File: src/rtl/rggen_backdoor_access_mux.sv
// Merges a frontdoor and a backdoor register access port onto one register port.
// Ports: i_clk/i_rst; i_fd_* / o_fd_* frontdoor request and completion;
//        i_bd_* / o_bd_* backdoor request, completion, value copy and pending flag;
//        o_reg_* / i_reg_* access to the register field logic.
module rggen_backdoor_access_mux #(
    parameter int DATA_WIDTH   = 32,
    parameter int MAX_FD_BURST = 4
) (
    input  logic                  i_clk,
    input  logic                  i_rst,
    input  logic                  i_fd_valid,
    input  logic                  i_fd_write,
    input  logic [DATA_WIDTH-1:0] i_fd_mask,
    input  logic [DATA_WIDTH-1:0] i_fd_write_data,
    output logic                  o_fd_ready,
    output logic [DATA_WIDTH-1:0] o_fd_read_data,
    input  logic                  i_bd_valid,
    input  logic [DATA_WIDTH-1:0] i_bd_read_mask,
    input  logic [DATA_WIDTH-1:0] i_bd_write_mask,
    input  logic [DATA_WIDTH-1:0] i_bd_write_data,
    output logic                  o_bd_ready,
    output logic [DATA_WIDTH-1:0] o_bd_read_data,
    output logic [DATA_WIDTH-1:0] o_bd_value,
    output logic                  o_bd_pending,
    output logic                  o_reg_valid,
    output logic [DATA_WIDTH-1:0] o_reg_read_mask,
    output logic [DATA_WIDTH-1:0] o_reg_write_mask,
    output logic [DATA_WIDTH-1:0] o_reg_write_data,
    input  logic                  i_reg_ready,
    input  logic [DATA_WIDTH-1:0] i_reg_read_data,
    input  logic [DATA_WIDTH-1:0] i_reg_value
);

    // A zero burst limit still needs a one-bit counter; it simply never moves.
    localparam int CNT_W = (MAX_FD_BURST > 0) ? $clog2(MAX_FD_BURST + 1) : 1;
    localparam logic [CNT_W-1:0] CNT_MAX = CNT_W'(MAX_FD_BURST);

    typedef enum logic [1:0] {
        IDLE,
        FD_ACTIVE,
        BD_ACTIVE,
        RESP
    } state_t;

    state_t           state;
    state_t           state_next;
    logic             resp_bd;
    logic [CNT_W-1:0] wait_cnt;
    logic             fd_grant;
    logic             bd_grant;
    logic             done;

    always_comb begin
        state_next = state;
        fd_grant   = 1'b0;
        bd_grant   = 1'b0;
        unique case (state)
            IDLE: begin
                if (i_bd_valid && (wait_cnt == CNT_MAX || !i_fd_valid)) begin
                    bd_grant   = 1'b1;
                    state_next = BD_ACTIVE;
                end else if (i_fd_valid) begin
                    fd_grant   = 1'b1;
                    state_next = FD_ACTIVE;
                end
            end
            FD_ACTIVE: begin
                if (i_reg_ready) begin
                    state_next = RESP;
                end
            end
            BD_ACTIVE: begin
                if (i_reg_ready) begin
                    state_next = RESP;
                end
            end
            RESP: begin
                state_next = IDLE;
            end
            default: begin
                state_next = IDLE;
            end
        endcase
    end

    assign done         = i_reg_ready &&
                          (state == FD_ACTIVE || state == BD_ACTIVE);
    assign o_reg_valid  = (state == FD_ACTIVE) || (state == BD_ACTIVE);
    assign o_fd_ready   = (state == RESP) && !resp_bd;
    assign o_bd_ready   = (state == RESP) && resp_bd;
    assign o_bd_pending = i_bd_valid &&
                          !((state == BD_ACTIVE) || (state == RESP && resp_bd));

    always_ff @(posedge i_clk) begin
        if (i_rst) begin
            state            <= IDLE;
            resp_bd          <= 1'b0;
            wait_cnt         <= '0;
            o_reg_read_mask  <= '0;
            o_reg_write_mask <= '0;
            o_reg_write_data <= '0;
            o_fd_read_data   <= '0;
            o_bd_read_data   <= '0;
            o_bd_value       <= '0;
        end else begin
            state      <= state_next;
            o_bd_value <= i_reg_value;

            if (bd_grant) begin
                o_reg_read_mask  <= i_bd_read_mask;
                o_reg_write_mask <= i_bd_write_mask;
                o_reg_write_data <= i_bd_write_data;
            end else if (fd_grant) begin
                o_reg_read_mask  <= i_fd_write ? '0 : i_fd_mask;
                o_reg_write_mask <= i_fd_write ? i_fd_mask : '0;
                o_reg_write_data <= i_fd_write ? i_fd_write_data : '0;
            end

            if (done) begin
                resp_bd <= (state == BD_ACTIVE);
                if (state == BD_ACTIVE) begin
                    o_bd_read_data <= i_reg_read_data;
                end else begin
                    o_fd_read_data <= i_reg_read_data;
                end
            end

            // Counts frontdoor wins taken while the backdoor was waiting.
            if (bd_grant) begin
                wait_cnt <= '0;
            end else if (fd_grant && i_bd_valid && wait_cnt != CNT_MAX) begin
                wait_cnt <= wait_cnt + CNT_W'(1);
            end
        end
    end

endmodule

File: config.mk
export PLATFORM = sky130hd
export DESIGN_NAME = rggen_backdoor_access_mux
export DESIGN_NICKNAME = d
export VERILOG_FILES = /design/src/rtl/rggen_backdoor_access_mux.sv
export SDC_FILE = /design/constraint.sdc
export NUM_CORES = 1
export LEC_CHECK = 0
export ABC_AREA = 1
export BUFFER_PORTS_ARGS = -buffer_cell sky130_fd_sc_hd__clkbuf_2
export CORE_ASPECT_RATIO = 1.25
export CORE_MARGIN = 2
export CORE_UTILIZATION = 30
export DETAILED_ROUTE_END_ITERATION = 8
export HOLD_SLACK_MARGIN = 0.02
export PLACE_DENSITY = 0.53
export SETUP_SLACK_MARGIN = 0.2
export SYNTH_ARGS = -nofsm -noshare
export SYNTH_HDL_FRONTEND = slang
export SYNTH_SLANG_ARGS = --single-unit
File: constraint.sdc
create_clock -name i_clk -period 1.95 [get_ports i_clk]
set_input_delay 0.39 -clock i_clk [delete_from_list [all_inputs] [get_ports i_clk]]
set_output_delay 0.39 -clock i_clk [all_outputs]
set_load 0.02 [all_outputs]
# Word-level counts from Yosys, hierarchy flattened
# Cells that the tools add are included.
# totals
wordCells	56
inputBits	230
register_bits	198
out_inout_bits	196
# op_classes
muxes	18
reduce_logical	20
addsub	1
n_eq_ne	7
bitwise_logic	1
# ops
operator	count
$mux 32	9
$logic_and 1x1->1	7
$mux 2	3
$ne 3x3->1 const B	2
$pmux 2 s3	1
$reduce_and 2->1	3
$mux 1	5
$eq 2x2->1 const B	2
$reduce_or 2->1	2
$add 3x1->3 const B	1
$eq 3x3->1 const B	1
$logic_not 1->1	3
$logic_or 1x1->1	3
$eq 2x1->1 const B	1
$logic_not 2->1	1
$ne 2x1->1 const B	1
$reduce_bool 2->1	1
$not 1->1	1

# Logic depth before layout (Yosys ltp)
# logic_depth
ltp_word	7
depth_mapped	11
mapped_depth_nobuf	9

# Worst setup path after synthesis
# OpenSTA, ideal clock, no wires.
# synth_path
path_kind	register to register
from	reg state[1]
to	reg o_fd_read_data[10]
period_less_slack_ps	1732
path_slack_ps	218
setup_time_ps	116
arrival_time_ps	1616
stages_incl_launch_ff	9
cell_sequence	dfxtp_1 inv_1 ha_1 nand2_1 nor2_1 inv_1 clkbuf_1 nor2_1 nor2_1
# synth_between
elab_chain_len	4
elab_cells_between_ends	6
cone_classes	eq/ne (2); bitwise (1); reduce/logical (3)
# synth_lines
element	line	source
start: declaration	45	state_t state;
start signal: assignment	106	state <= state_next;
$eq 2x1->1 / $eq 2x2->1 (equally long branches)	n/a	
$logic_or 1x1->1 *	n/a	
via o_reg_valid	25	output logic o_reg_valid,
$logic_and 1x1->1 *	86	assign done = i_reg_ready &&
$reduce_and 2->1 (no source line) *	n/a	
end signal: assignment	124	o_fd_read_data <= i_reg_read_data;
end: declaration	16	output logic [DATA_WIDTH-1:0] o_fd_read_data,
# Mark *: on every way through the listed nets, which the timed path passes. The rest lies on a longest branch.
# A chain may end at the register's enable or synchronous reset.

# Final worst setup path
# layout_path
from	reg state[1]
to	out o_bd_pending
# layout_between
elab_chain_len	5
elab_cells_between_ends	6
cone_classes	eq/ne (2); reduce/logical (4)
# layout_lines
element	line	source
$eq 2x2->1	92	!((state == BD_ACTIVE) || (state == RESP && resp_bd));
$logic_and 1x1->1	92	
$logic_or 1x1->1 *	92	
$logic_not 1->1 *	92	
$logic_and 1x1->1 *	91	assign o_bd_pending = i_bd_valid &&
end: declaration	24	output logic o_bd_pending,
# Every way passes the cells marked *; elsewhere a longest branch is shown, timed or not.

==> Implementation_results.wiki <==
{| class="wikitable"
! Metric !! Value
|-
| Number of search-and-repair iterations in the first detailed-routing pass || 5
|-
| Post-synth EDFFs || 0
|-
| Endpoint required time on the critical path || 1.56 ns
|-
| Worst hold-check path type || in -> reg
|-
| Worst-Skew Late Latency || 0.44 ns
|-
| Yosys warning total || 0
|-
| Most frequent cell after synthesis || sky130_fd_sc_hd__nand3_1
|-
| DR iter-0 viols || 592
|-
| Area fraction of the dominant cell type after synthesis || 45.5%
|-
| Net switching power figure || 7.54 mW
|-
| Number of port buffers || 425
|-
| Clock buffers created by TritonCTS || 17
|-
| RSZ-0062 raised after global routing || yes
|-
| Largest clock skew in the final design || 0.0208 ns
|-
| Fmax achieved || 0.589 GHz
|-
| Remaining routing DRC violations || 0
|-
| Unique cell type count in the Yosys netlist || 18
|-
| Post-route clock period utilization || 87.1%
|-
| Vias in the first global route || 8924
|-
| Vias per inst || 4.68
|-
| Die Y || 195 um
|-
| Placed Instances || 1993
|-
| Leakage power || 6.53 nW
|-
| Clock network fraction of design power || 20.6%
|-
| Initial Utilization || 30.6%
|-
| Synthesized area per cell || 6.78 um^2
|-
| Maximum root-to-sink buffer count || 2
|-
| Most common library cells after synthesis || sky130_fd_sc_hd__nand3_1 (321), sky130_fd_sc_hd__nor2_1 (297), sky130_fd_sc_hd__dfxtp_1 (198)
|-
| Seq/Total Area, Yosys || 45.5%
|-
| Number of top-level design ports || 426
|-
| Clock transition at path regs || 0.07 ns
|-
| Post-Syn Area || 0.00871 mm^2
|-
| Time the final worst path needs with I/O delays and setup || 1.70 ns
|-
| Sequential power share || 33.3%
|-
| Slew margin rel. || 63.7%
|-
| Setup Viol. Count Final || 0
|-
| Switch share || 43.3%
|-
| Row count || 69
|-
| Post-Syn Nets || 1521
|-
| Floorplan Core Area || 0.0285 mm^2
|-
| Finished Layout Cells || 2032
|-
| Die width || 156 um
|-
| Final weighted congestion of routability-driven global placement || 0.837
|-
| Peak fanout along the critical path || 4
|-
| Number of nets with antenna violations after routing || 0
|-
| Number of instances in the synthesized netlist || 1285
|-
| Full die area || 0.0304 mm^2
|-
| TritonCTS clock tree || built
|-
| Final number of max-transition violations || 0
|-
| Total negative slack for setup checks || 0 ns
|-
| H-tree depth || 4
|-
| Largest voltage drop on the vdd net || 0.000578 V
|-
| HPWL after detailed placement || 21700 um
|-
| Ys async rst share || 0%
|-
| Slew of the pin with the lowest slew margin || 0.544 ns
|-
| Final number of hold-violating endpoints || 0
|-
| Most used flip-flop cell after synthesis || sky130_fd_sc_hd__dfxtp_1
|-
| Layout overhead on the synthesized area || 36.6%
|-
| CTS Sinks || 198
|-
| Cell taking the most area after synthesis || sky130_fd_sc_hd__dfxtp_1
|-
| Cell Int Power || 9.87 mW
|-
| Number of register bits inferred by synthesis || 198
|-
| Run status || completed
|-
| Largest cells by area after synthesis || sky130_fd_sc_hd__dfxtp_1 (46%), sky130_fd_sc_hd__nand3_1 (18%), sky130_fd_sc_hd__nor2_1 (13%), sky130_fd_sc_hd__nand2_1 (6.4%), sky130_fd_sc_hd__inv_1 (6.1%)
|-
| Share of post-route cells with drive strength above 1 || 30.0%
|-
| Routed len/inst || 15.4 um
|-
| CP Launch Type || flip-flop
|-
| Combinational share of power || 46.1%
|-
| Pin count of the biggest net entering global routing || 89
|-
| Total number of vias || 9517
|-
| Sum of routed wire length over all layers || 31200 um
|-
| GRT overflow || 0
|-
| Number of nets in the finished design || 1897
|-
| First-pass GRT wire length || 47400 um
|-
| Total global routing track utilization || 19.6%
|-
| Endpoint kind of the worst setup timing path || primary output
|-
| Power Density || 1460 mW/mm^2
|-
| Data arrival at the endpoint of the critical path || 1.31 ns
|-
| Category of the critical setup timing path || reg -> out
|-
| Hold WS || 0.138 ns
|-
| Maximum capacitance violations || 0
|-
| Hold-fix buffers, CTS || 0
|-
| Buffer cell driving the clock tree root || sky130_fd_sc_hd__clkbuf_16
|-
| Number of antenna violations at the first check in global routing || 3
|}
-- routing by layer --
metal / wire length (um) / share of wire (%) / up-vias / global-route usage (%)
met2: 15600 / 50 / 359 / 34.1
met3: 2460 / 7.9 / 43 / 5.80
met1: 12400 / 40 / 4319 / 22.8
met4: 856 / 2.7 / 0 / 6.90
met5: 0 / 0 / - / 0
li1: - / - / 4796 / -
-- worst paths after layout --
path / startpoint / endpoint / slack, ns / depth (start not counted)
setup / recovery: state[1] / o_bd_pending / 0.25 / 5
hold / removal: i_reg_value[3] / o_bd_value[3] / 0.14 / 3
setup reg to reg: wait_cnt[0] / o_reg_read_mask[31] / 0.38 / 10
hold reg to reg: o_bd_read_data[11] / o_bd_read_data[11] / 0.46 / 2
-- cell usage in the layout, fill, tap and decap left out, drive strengths merged, types with 2 or more instances in the layout --
cell / instances
diode: 3
nand3: 321
buf: 32
inv: 146
bufinv: 2
o21ai: 32
nand2: 151
ha: 6
clkinvlp: 2
a21oi: 37
dfxtp: 198
clkinv: 4
clkbuf: 443
nor2: 298
-- power groups by stage --
stage | Clock, mW | Combinational (mW) | Sequential, mW
3_3_place_gp | 0 | 7.66 | 5.81
5_1_grt | 3.87 | 8.97 | 5.93
2_1_floorplan | 0 | 3.90 | 7.15
4_1_cts | 3.74 | 7.82 | 5.80
3_5_place_dp | 0 | 7.69 | 5.85
6_report | 3.59 | 8.03 | 5.79
-- registers in the layout, indices dropped and copies added (netlist names) --
signal	cells
wait_cnt	3
o_bd_value	32
o_reg_read_mask	32
resp_bd	1
o_reg_write_data	32
o_bd_read_data	32
state	2
o_reg_write_mask	32
o_fd_read_data	32
-- metrics by stage --
stage / setup slack (ns) / cell area, um^2 / power (mW) / util [%]
6_report: 0.252 / 11900 / 17.4 / 41.8
5_1_grt: 0.172 / 11900 / 18.8 / 41.8
4_1_cts: 0.161 / 11800 / 17.4 / 41.4
3_5_place_dp: 0.236 / 11100 / 13.5 / 39.0
3_3_place_gp: 0.260 / 11100 / 13.5 / 39.0
2_1_floorplan: 0.218 / 8710 / 11.1 / -
-- worst max-delay path, cell delays in order (launching register included) --
cell and delay [ns]:
sky130_fd_sc_hd__dfxtp_4 0.37, sky130_fd_sc_hd__ha_4 0.17, sky130_fd_sc_hd__nand2_4 0.05, sky130_fd_sc_hd__nand2_2 0.06, sky130_fd_sc_hd__nor2_4 0.11, sky130_fd_sc_hd__buf_8 0.12
-- cell type report --
cell class | instances | area (um^2)
Antenna cell | 3 | 7.51
Clock buffer | 20 | 447
Clock inverter | 12 | 140
Fill cell | 3078 | 16600
Inverter | 142 | 534
Multi-Input combinational cell | 847 | 3810
Sequential cell | 198 | 3970
Tap cell | 355 | 444
Timing Repair Buffer | 455 | 2550
-- logic make-up after synthesis --
group                      share of synthesized area (%)
adders and majority gates                          0.862
DFF                                                 45.5
and+or+nand+nor                                     38.0
buffers and inverters                               11.6
AOI/OAI and AO/OA                                   3.96
xor gates and xnor gates                           0.101
-- timing repair --
| item | 4_1_cts | 5_1_grt |
|---|---|---|
| endpoints found under the hold margin | 0 | 0 |
| gates resized for setup | 17 | 18 |
| pin swaps | 2 | 3 |
| cloned | 0 | 2 |
| setup buffers | 1 | 1 |
| endpoints found under the setup margin | 2 | 127 |
Note: power is estimated with default switching activity, not from simulation.
